`src/rtl/fifo_wr_arbiter_if.sv`:
```
// Requester-side and FIFO-write-side signals of the round-robin write arbiter.
// The slave modport is the arbiter's view; the master modport is its environment.
interface fifo_wr_arbiter_if #(
    parameter int DW        = 8,
    parameter int N         = 4,
    parameter int MAX_BURST = 16
);
    localparam int IW = $clog2(N);
    localparam int CW = $clog2(MAX_BURST + 1);

    logic [N-1:0]    req_valid;
    logic [N*DW-1:0] req_data;
    logic [N-1:0]    req_ready;
    logic            fifo_full;
    logic [DW-1:0]   fifo_din;
    logic            fifo_write;
    logic            grant_vld;
    logic [IW-1:0]   grant_idx;
    logic [CW-1:0]   beat_cnt;

    modport slave (
        input  req_valid,
        input  req_data,
        input  fifo_full,
        output req_ready,
        output fifo_din,
        output fifo_write,
        output grant_vld,
        output grant_idx,
        output beat_cnt
    );

    modport master (
        output req_valid,
        output req_data,
        output fifo_full,
        input  req_ready,
        input  fifo_din,
        input  fifo_write,
        input  grant_vld,
        input  grant_idx,
        input  beat_cnt
    );
endinterface

```
`src/rtl/fifo_wr_arbiter.sv`:
```
// Round-robin burst arbiter sharing one FIFO write port among N valid/ready requesters.
// state   | meaning
// S_IDLE  | no grant; pick next requester after rr_ptr, no transfer
// S_BURST | grant held; beat when granted valid and FIFO not full
module fifo_wr_arbiter #(
    parameter int DW        = 8,
    parameter int N         = 4,
    parameter int MAX_BURST = 16
) (
    input  logic               i_clk,
    input  logic               i_rst,
    fifo_wr_arbiter_if.slave   bus
);
    localparam int IW = $clog2(N);
    localparam int CW = $clog2(MAX_BURST + 1);

    typedef enum logic {
        S_IDLE  = 1'b0,
        S_BURST = 1'b1
    } state_t;

    state_t        r_state;
    state_t        w_state_nxt;
    logic          r_grant_vld;
    logic          w_grant_vld_nxt;
    logic [IW-1:0] r_grant_idx;
    logic [IW-1:0] w_grant_idx_nxt;
    logic [IW-1:0] r_rr_ptr;
    logic [IW-1:0] w_rr_ptr_nxt;
    logic [CW-1:0] r_beat_cnt;
    logic [CW-1:0] w_beat_cnt_nxt;
    logic [IW-1:0] w_sel_idx;
    logic          w_sel_found;
    logic          w_gnt_req;
    logic          w_beat;
    logic [N-1:0]  w_ready;

    always_ff @(posedge i_clk) begin
        if (i_rst) begin
            r_state     <= S_IDLE;
            r_grant_vld <= 1'b0;
            r_grant_idx <= '0;
            r_beat_cnt  <= '0;
            r_rr_ptr    <= IW'(N - 1);
        end else begin
            r_state     <= w_state_nxt;
            r_grant_vld <= w_grant_vld_nxt;
            r_grant_idx <= w_grant_idx_nxt;
            r_beat_cnt  <= w_beat_cnt_nxt;
            r_rr_ptr    <= w_rr_ptr_nxt;
        end
    end

    // Scan downward so the last hit is the nearest index after rr_ptr.
    always_comb begin
        w_sel_found = 1'b0;
        w_sel_idx   = '0;
        for (int k = N; k >= 1; k--) begin
            if (bus.req_valid[(int'(r_rr_ptr) + k) % N]) begin
                w_sel_found = 1'b1;
                w_sel_idx   = IW'((int'(r_rr_ptr) + k) % N);
            end
        end
    end

    assign w_gnt_req = bus.req_valid[r_grant_idx];
    assign w_beat    = (r_state == S_BURST) && w_gnt_req && !bus.fifo_full && !i_rst;

    always_comb begin
        w_state_nxt     = r_state;
        w_grant_vld_nxt = r_grant_vld;
        w_grant_idx_nxt = r_grant_idx;
        w_beat_cnt_nxt  = r_beat_cnt;
        w_rr_ptr_nxt    = r_rr_ptr;
        case (r_state)
            S_IDLE: begin
                if (w_sel_found) begin
                    w_state_nxt     = S_BURST;
                    w_grant_vld_nxt = 1'b1;
                    w_grant_idx_nxt = w_sel_idx;
                    w_beat_cnt_nxt  = '0;
                    w_rr_ptr_nxt    = w_sel_idx;
                end
            end
            S_BURST: begin
                if (!w_gnt_req) begin
                    w_state_nxt     = S_IDLE;
                    w_grant_vld_nxt = 1'b0;
                end else if (w_beat) begin
                    w_beat_cnt_nxt = r_beat_cnt + CW'(1);
                    if (r_beat_cnt == CW'(MAX_BURST - 1)) begin
                        w_state_nxt     = S_IDLE;
                        w_grant_vld_nxt = 1'b0;
                    end
                end
            end
            default: begin
                w_state_nxt     = S_IDLE;
                w_grant_vld_nxt = 1'b0;
            end
        endcase
    end

    always_comb begin
        w_ready = '0;
        if (w_beat) begin
            w_ready[r_grant_idx] = 1'b1;
        end
    end

    assign bus.req_ready  = w_ready;
    assign bus.fifo_write = w_beat;
    assign bus.fifo_din   = r_grant_vld ? bus.req_data[int'(r_grant_idx) * DW +: DW] : '0;
    assign bus.grant_vld  = r_grant_vld;
    assign bus.grant_idx  = r_grant_idx;
    assign bus.beat_cnt   = r_beat_cnt;
endmodule
```
`src/flat_wrapper.sv`:
```
// flat-port wrapper written by rule: the top's interface ports become plain ports
module fifo_wr_arbiter_flat 
#(
    parameter int DW        = 8,
    parameter int N         = 4,
    parameter int MAX_BURST = 16
)
  (i_clk, i_rst, bus_req_valid, bus_req_data, bus_fifo_full, bus_req_ready, bus_fifo_din, bus_fifo_write, bus_grant_vld, bus_grant_idx, bus_beat_cnt);
  fifo_wr_arbiter_if #(.DW(DW), .N(N), .MAX_BURST(MAX_BURST)) bus_i ();
  input  logic i_clk;
  input  logic i_rst;
  input wire logic [$bits(bus_i.req_valid)-1:0] bus_req_valid;
  input wire logic [$bits(bus_i.req_data)-1:0] bus_req_data;
  input wire logic [$bits(bus_i.fifo_full)-1:0] bus_fifo_full;
  output wire logic [$bits(bus_i.req_ready)-1:0] bus_req_ready;
  output wire logic [$bits(bus_i.fifo_din)-1:0] bus_fifo_din;
  output wire logic [$bits(bus_i.fifo_write)-1:0] bus_fifo_write;
  output wire logic [$bits(bus_i.grant_vld)-1:0] bus_grant_vld;
  output wire logic [$bits(bus_i.grant_idx)-1:0] bus_grant_idx;
  output wire logic [$bits(bus_i.beat_cnt)-1:0] bus_beat_cnt;
  assign bus_i.req_valid = bus_req_valid;
  assign bus_i.req_data = bus_req_data;
  assign bus_i.fifo_full = bus_fifo_full;
  assign bus_req_ready = bus_i.req_ready;
  assign bus_fifo_din = bus_i.fifo_din;
  assign bus_fifo_write = bus_i.fifo_write;
  assign bus_grant_vld = bus_i.grant_vld;
  assign bus_grant_idx = bus_i.grant_idx;
  assign bus_beat_cnt = bus_i.beat_cnt;
  fifo_wr_arbiter #(.DW(DW), .N(N), .MAX_BURST(MAX_BURST)) u_core (.i_clk(i_clk), .i_rst(i_rst), .bus(bus_i));
endmodule
```
`config.mk`:
```
export PLATFORM = sky130hd
export DESIGN_NAME = fifo_wr_arbiter_flat
export DESIGN_NICKNAME = d
export VERILOG_FILES = /design/src/rtl/fifo_wr_arbiter_if.sv /design/src/rtl/fifo_wr_arbiter.sv /design/src/flat_wrapper.sv
export SDC_FILE = /design/constraint.sdc
export NUM_CORES = 1
export LEC_CHECK = 0
export ABC_AREA = 0
export BUFFER_PORTS_ARGS = -buffer_cell sky130_fd_sc_hd__buf_4
export CAP_MARGIN = 0
export CORE_ASPECT_RATIO = 1.75
export CORE_UTILIZATION = 25
export DETAILED_ROUTE_END_ITERATION = 16
export GPL_TIMING_DRIVEN = 0
export MAX_ROUTING_LAYER = met4
export PLACE_DENSITY = 0.58
export SLEW_MARGIN = 25
export SYNTH_ARGS = -nofsm -noshare
export SYNTH_HDL_FRONTEND = slang
export SYNTH_SLANG_ARGS = --single-unit
```
`constraint.sdc`:
```
create_clock -name i_clk -period 3.7 [get_ports i_clk]
set_clock_uncertainty 0.15 [all_clocks]
set_input_delay 0.555 -clock i_clk [delete_from_list [all_inputs] [get_ports i_clk]]
set_output_delay 0.555 -clock i_clk [all_outputs]
set_load 0.01 [all_outputs]
```
* After elaboration in Yosys (flattened, before gate mapping) *
Cells that the tools add are included.

cells by class
  $lt $le $gt $ge = 6
  $add $sub $neg = 5
  bitwise gates (word level) = 5
  reduce and logical (&&, ||, !) cells = 13
  muxes and demuxes = 40
  equal/unequal tests = 6
  shift-type cells = 1

operators by type and width
  cell                 count
  $shiftx 32x6->8      1
  $mux 1               22
  $lt 3x4->1 const B   4
  $mux 5               3
  $bmux 1 s2           5
  $pmux 5 s2           1
  $mux 2               4
  $mux 8               1
  $reduce_or 2->1      4
  $ne 3x3->1 const B   2
  $reduce_and 3->1     2
  $add 5x1->5 const B  1
  $eq 5x4->1 const B   1
  $add 2x1->2 const B  2
  $add 2x2->2 const B  2
  $and 1x1->1 const A  4
  $logic_and 1x1->1    4
  $mux 4               1
  $ne 2x2->1 const B   2
  $pmux 1 s2           2
  $lt 2x3->1 const B   1
  $demux 1 s2          1
  $ge 2x1->1 const B   1
  $logic_not 1->1      2
  other kinds (3)      3

word-level totals
  bits of input ports = 39
  logic and storage cells = 81
  output and inout port bits = 21
  bits in registers = 11

* Logic depth before layout (Yosys ltp) *
Gate-level depths: netlist (run 1).

  depth after elaboration = 12
  gate-level depth with buffers = 6
  mapped depth without buffers = 6

* Least setup slack after synthesis (run 1) *
Ideal clock, no wire load.

  path type = register to output
  start = reg u_core.r_grant_idx[0], in the netlist u_core.bus.grant_idx[0]
  end = out bus_fifo_din[0]
  cell stages (with the launch flop) = 4
  buffers on the path = 1
  path slack = 1.574 ns
  data arrival time = 1.421 ns
  required time = 2.995 ns
  cells stage by stage = dfxtp_1 -> buf_2 -> mux4_2 -> and2_1

between the ends
  longest elaborated chain between the ends = 2

ends and longest elaborated chain
  element                 RTL line                source
  from (decl)             fifo_wr_arbiter.sv:26   logic [IW-1:0] r_grant_idx;
  from (signal assigned)  fifo_wr_arbiter.sv:48   r_grant_idx <= w_grant_idx_nxt;
  $shiftx 32x6->8         fifo_wr_arbiter.sv:113  assign bus.fifo_din = r_grant_vld ? bus.req_data[int'(r_grant_idx) * DW +: DW] : '0;
  $mux 8                  fifo_wr_arbiter.sv:113
  to (decl)               flat_wrapper.sv:16      output wire logic [$bits(bus_i.fifo_din)-1:0] bus_fifo_din;

Every way passes these cells.

* Final worst setup path (run 1) *
Ends and elaborated chain as after synthesis.

==> results.toml, run 1 <==
[global_route]
grt_max_degree = 11
grt_pass1_vias = 1044
grt_overflow = 0
antenna_found_initial = 0
grt_pass1_wl_mm = 4.94
grtUsageTotal = 0.159

[route]
via_per_inst = 4.99
wl_met3_um = 239
drt-pass1-iter-count = 4
wl_per_cell_um = 14.4
dr_wl_met2_mm = 1.66
wl_mm = 3.09
vias = 1067
ant_nets = 0
drt-met1-wl_mm = 1.16
drc = 0
first_iter_violations = 18
top_layer = "met4"

[critical_path]
critPathArrivalTime_ns = 1.85
crit_start = "u_core.bus.grant_idx[0]$_SDFFE_PP0P_"
path_class = "reg -> out"
worstPathMaxFanout = 10
required_ns = 2.99
r2r-start = "u_core.bus.grant_idx[0]$_SDFFE_PP0P_"
start_kind = "flop"
end_kind = "primary output"

[timing]
hold_ws_ns = 0.353
max_slew.worst_pin.slew_ns = 0.446
fin_crit_ns = 2.56
clock.fmax_ghz = 0.391
finalSetupViolCount = 0
final_max_slew_viol_count = 0
rsz0062_at_grt = "false"
slew_headroom = 0.702
hold_viol_final = 0
period_share = 0.692
setup_tns_ns = 0
setup_slack_ns = 1.14

[floorplanning]
initial_core_util = 0.263
io_pins = 60
die_x_um = 48.9
core-area_mm2 = 0.00366
row_count = 29
die_area_mm2 = 0.00412
die_y_um = 84.1

[cells_and_area]
area_growth_syn_to_layout_pct = 55.8
final_nets = 210
fin_cells = 214
insertedDiodeCount = 0
drive_gt1_frac = 0.482

[synthesis]
synth.distinct_cells = 42
synth_async_sr_flop_share = 0
synth_fp_nets = 147
netlist_area_um2 = 963
yosysTopAreaCell = "dfxtp_1"
yosysSeqAreaShare = 0.229
synth.area.top_cells = "dfxtp_1 (23%), mux4_2 (21%), and2_1 (5.2%)"
syn_inst = 106
post-synth-top-area-fraction = 0.229
synth_area_per_cell_um2 = 9.09
synth_edf_count = 0
ys_dominant_reg_cell = "dfxtp_1"
yosysWarnings = 0
synth_seq_cells = 11

[power_and_ir_drop]
power_density_mw_per_mm2 = 326
total_power_mw = 0.490
p_leak_nw = 0.684
ir_worst_vdd_mv = 0.177

[clocking]
cts_max_level = 1
clockBufferDepth = 2
root_buffer = "clkbuf_8"
clk_latency_ns = 0.24
clk_pin_slew_ns = 0.06
cts.repair_timing.setup_buffer_count = 0
cts_made_buffers = 3
postCtsHoldBufs = 0
cts_tree = "yes"
cts_sinks = 11
cts-resized-gates = 0

[placed_design]
dp_worst_setup_slack_ns = 1.37
io_buffer_count = 58
gp_congestion = 0.778
dp_cells = 210
dpl.hpwl_mm = 2.52

[status]
status = "finished clean"

[hold_path]
hp-start = "u_core.bus.beat_cnt[4]$_SDFFE_PP0P_"
hold_class = "reg -> reg"

[job]
cap_violations = 0
-- layer usage --
metal,global-route usage,up-vias
met5,-,-
met4,0.0561,0
met3,0.0383,2
met2,0.292,61
met1,0.158,490
li1,-,514
-- report_power, final --
part           switching (mW)  total, mW  internal, mW
Clock                  0.0472      0.123        0.0758
Combinational           0.100      0.223         0.123
Sequential             0.0128      0.144         0.131
Total                   0.160      0.490         0.330
-- final cells by class --
cell class	count	area [µm²]
timing repair buffer	58	435
tap	46	57.6
buffer	8	47.5
clock buffer	4	45.0
multi-input combinational	80	669
fill	364	2160
sequential	11	220
inverter	7	26.3
-- through the flow --
stage / util / instance area, µm²
floorplan: - / 963
global placement: 0.397 / 1460
detailed placement: 0.397 / 1460
CTS: 0.410 / 1500
global route: 0.410 / 1500
finish: 0.410 / 1500
-- cell usage in the layout (no fill, tap or decap), types with 2 or more instances in the layout --
| master | synthesis | layout |
|---|---|---|
| nor3_1 | 3 | 3 |
| and3_1 | 2 | 2 |
| and2_1 | 8 | 8 |
| o22ai_1 | 2 | 2 |
| nand4_1 | 2 | 2 |
| nor2_1 | 6 | 6 |
| o21ai_1 | 2 | 2 |
| o21ai_0 | 3 | 3 |
| a211oi_1 | 2 | 2 |
| buf_2 | 2 | 2 |
| buf_4 | 2 | 60 |
| nand2_1 | 8 | 8 |
| clkbuf_1 | 3 | 4 |
| nand2b_1 | 4 | 4 |
| mux4_2 | 9 | 9 |
| nand3_1 | 3 | 3 |
| inv_1 | 6 | 6 |
| clkbuf_8 | 0 | 3 |
| a21oi_1 | 4 | 4 |
| ha_1 | 2 | 2 |
| dfxtp_1 | 11 | 11 |
-- cells in the mapped netlist (all sizes together), types with 3 or more instances --
cell / instances
buf: 5
o21ai: 5
a21oi: 4
inv: 7
nand3: 4
clkbuf: 3
dfxtp: 11
nor2: 7
nor3: 3
nand2: 8
mux4: 9
and2: 8
nand2b: 4
-- cell families after synthesis --
group	after synthesis	share of synthesized area
and+or+nand+nor	44	0.261
DFF	11	0.229
xor gates and xnor gates	1	0.00909
muxes	11	0.236
AOI/OAI and AO/OA	22	0.162
buffers and inverters	15	0.0766
adders and majority gates	2	0.0260
-- sequential cells by signal, indices dropped and copies added (netlist names) --
name                  flops
u_core.bus.beat_cnt       5
u_core.bus.grant_idx      2
u_core.bus.grant_vld      1
u_core.r_rr_ptr           2
u_core.r_state            1
-- critical path, cell delays in order (launching register included) --
cell     delay (ns)
dfxtp_1        0.42
buf_2          0.32
mux4_2         0.55
and2_1         0.18
buf_4          0.14
-- worst paths after layout --
path	to	slack, ns	depth (start not counted)
max	bus_fifo_din[0]	1.14	4
min	u_core.bus.beat_cnt[4]$_SDFFE_PP0P_	0.35	2
max reg2reg	u_core.bus.beat_cnt[1]$_SDFFE_PP0P_	1.93	4
min reg2reg	u_core.bus.beat_cnt[4]$_SDFFE_PP0P_	0.35	2
(Power assumes the default switching activity.)
==> run 2, diff against run 1 <==
==> constraint.sdc (replaced) <==
create_clock -name i_clk -period 2.4 [get_ports i_clk]
set_clock_uncertainty 0.15 [all_clocks]
set_input_delay 0.36 -clock i_clk [delete_from_list [all_inputs] [get_ports i_clk]]
set_output_delay 0.36 -clock i_clk [all_outputs]
set_load 0.01 [all_outputs]
==> run 2 against run 1 <==
Effect of this change: wire length unchanged; critical path depth stayed put; global-route usage unchanged; largest cell class unchanged; largest power group unchanged.
==> results.toml, run 2 (synthesized netlist as in run 1, its figures left out) <==
[critical_path]
worstPathMaxFanout = 10
start_kind = "flop"
path_class = "reg -> out"
rr_worst_depth = 4
end_kind = "primary output"
crit_start = "u_core.bus.grant_idx[1]$_SDFFE_PP0P_"
required_ns = 1.89
r2r-start = "u_core.bus.grant_idx[0]$_SDFFE_PP0P_"
critPathArrivalTime_ns = 1.80

[timing]
setup_tns_ns = 0
period_share = 0.964
clock.fmax_ghz = 0.432
slew_headroom = 0.702
finalSetupViolCount = 0
hold_viol_final = 0
max_slew.worst_pin.slew_ns = 0.446
final_max_slew_viol_count = 0
fin_crit_ns = 2.31
rsz0062_at_grt = "false"

[global_route]
grt_overflow = 0
antenna_found_initial = 0
grt_pass1_wl_mm = 4.94
grtUsageTotal = 0.159
grt_max_degree = 11
grt_pass1_vias = 1044

[clocking]
clockBufferDepth = 2
clk_latency_ns = 0.24
cts_made_buffers = 3
clk_pin_slew_ns = 0.06
cts_sinks = 11
cts-resized-gates = 1
root_buffer = "clkbuf_8"
postCtsHoldBufs = 0
cts.repair_timing.setup_buffer_count = 0
cts_max_level = 1
cts_tree = "yes"

[floorplanning]
initial_core_util = 0.263
die_area_mm2 = 0.00412
row_count = 29
core-area_mm2 = 0.00366
die_x_um = 48.9
die_y_um = 84.1
io_pins = 60

[hold_path]
hold_class = "in -> reg"
hold_depth = 2
hp-start = "i_rst"

[cells_and_area]
largest_reg_flops = 5
insertedDiodeCount = 0
mostFrequentLayoutCell = "buf_4"
final_util = 0.410
area_growth_syn_to_layout_pct = 56.1
nFillCells = 363
finish.instance_area_mm2 = 0.00150
final_cell_mix = "buf_4 (61), dfxtp_1 (11), mux4_2 (9)"
final_nets = 210
drive_gt1_frac = 0.482

[power_and_ir_drop]
combPwrFrac = 0.456
total_power_mw = 0.758
seqPwrFrac = 0.293
p_int_mw = 0.511
switching_share = 0.326
clockPowerShare = 0.250
p_switching_mw = 0.247
power_density_mw_per_mm2 = 504
p_leak_nw = 0.685
ir_worst_vdd_mv = 0.273

[route]
drt-pass1-iter-count = 4
wl_mm = 3.09
via_per_inst = 4.99
wl_per_cell_um = 14.4
first_iter_violations = 18
ant_nets = 0
vias = 1067
drc = 0

[placed_design]
placed_area_mm2 = 0.00146
dpl.hpwl_mm = 2.52
io_buffer_count = 58
gp_congestion = 0.778

[job]
cap_violations = 0

[status]
status = "finished clean"
## run 2: cell counts in the layout (fill, tap and decap cells not counted)
Identical to the previous run, type by type.
## run 2: power groups by stage
stage | Combinational (mW) | Sequential (mW) | Clock (mW)
after floorplan | 0.207 | 0.225 | 0
after global placement | 0.337 | 0.226 | 0
after detailed placement | 0.345 | 0.227 | 0
after CTS | 0.348 | 0.223 | 0.197
after global routing | 0.374 | 0.226 | 0.204
final | 0.346 | 0.222 | 0.190
## run 2: layer usage
metal  track usage  vias up  routed length (µm)
met5             -        -                   0
met1         0.158      490                1160
met3        0.0383        2                 239
met4        0.0561        0                  29
li1              -      514                   -
met2         0.292       61                1660
## run 2: worst max-delay path, stage by stage, from the launching register on
cell and delay [ns]:
dfxtp_1 0.46, clkbuf_1 0.40, mux4_2 0.39, and2_1 0.17, buf_4 0.13
## run 2: metrics by stage
step	instances	setup slack, ns	hold WS [ns]
final	214	0.0862	0.224
after floorplan	106	0.469	0.343
after global placement	210	0.294	0.327
after detailed placement	210	0.261	0.348
after global routing	214	0.0158	0.226
after CTS	214	0.0695	0.214
## run 2: final cells by class
class | instances | area (µm²) | share of cell area
Buffer | 8 | 50.0 | 0.0333
Clock buffer | 4 | 45.0 | 0.0300
Inverter | 7 | 26.3 | 0.0175
Multi-Input combinational cell | 80 | 669 | 0.445
Sequential cell | 11 | 220 | 0.146
Tap cell | 46 | 57.6 | 0.0383
Timing Repair Buffer | 58 | 435 | 0.290
## run 2: path summary, 6_finish.rpt
kind	to	slack [ns]
setup / recovery	bus_fifo_din[6]	0.09
hold / removal	u_core.bus.beat_cnt[1]$_SDFFE_PP0P_	0.22
setup reg to reg	u_core.bus.beat_cnt[1]$_SDFFE_PP0P_	0.63
hold reg to reg	u_core.bus.beat_cnt[4]$_SDFFE_PP0P_	0.35
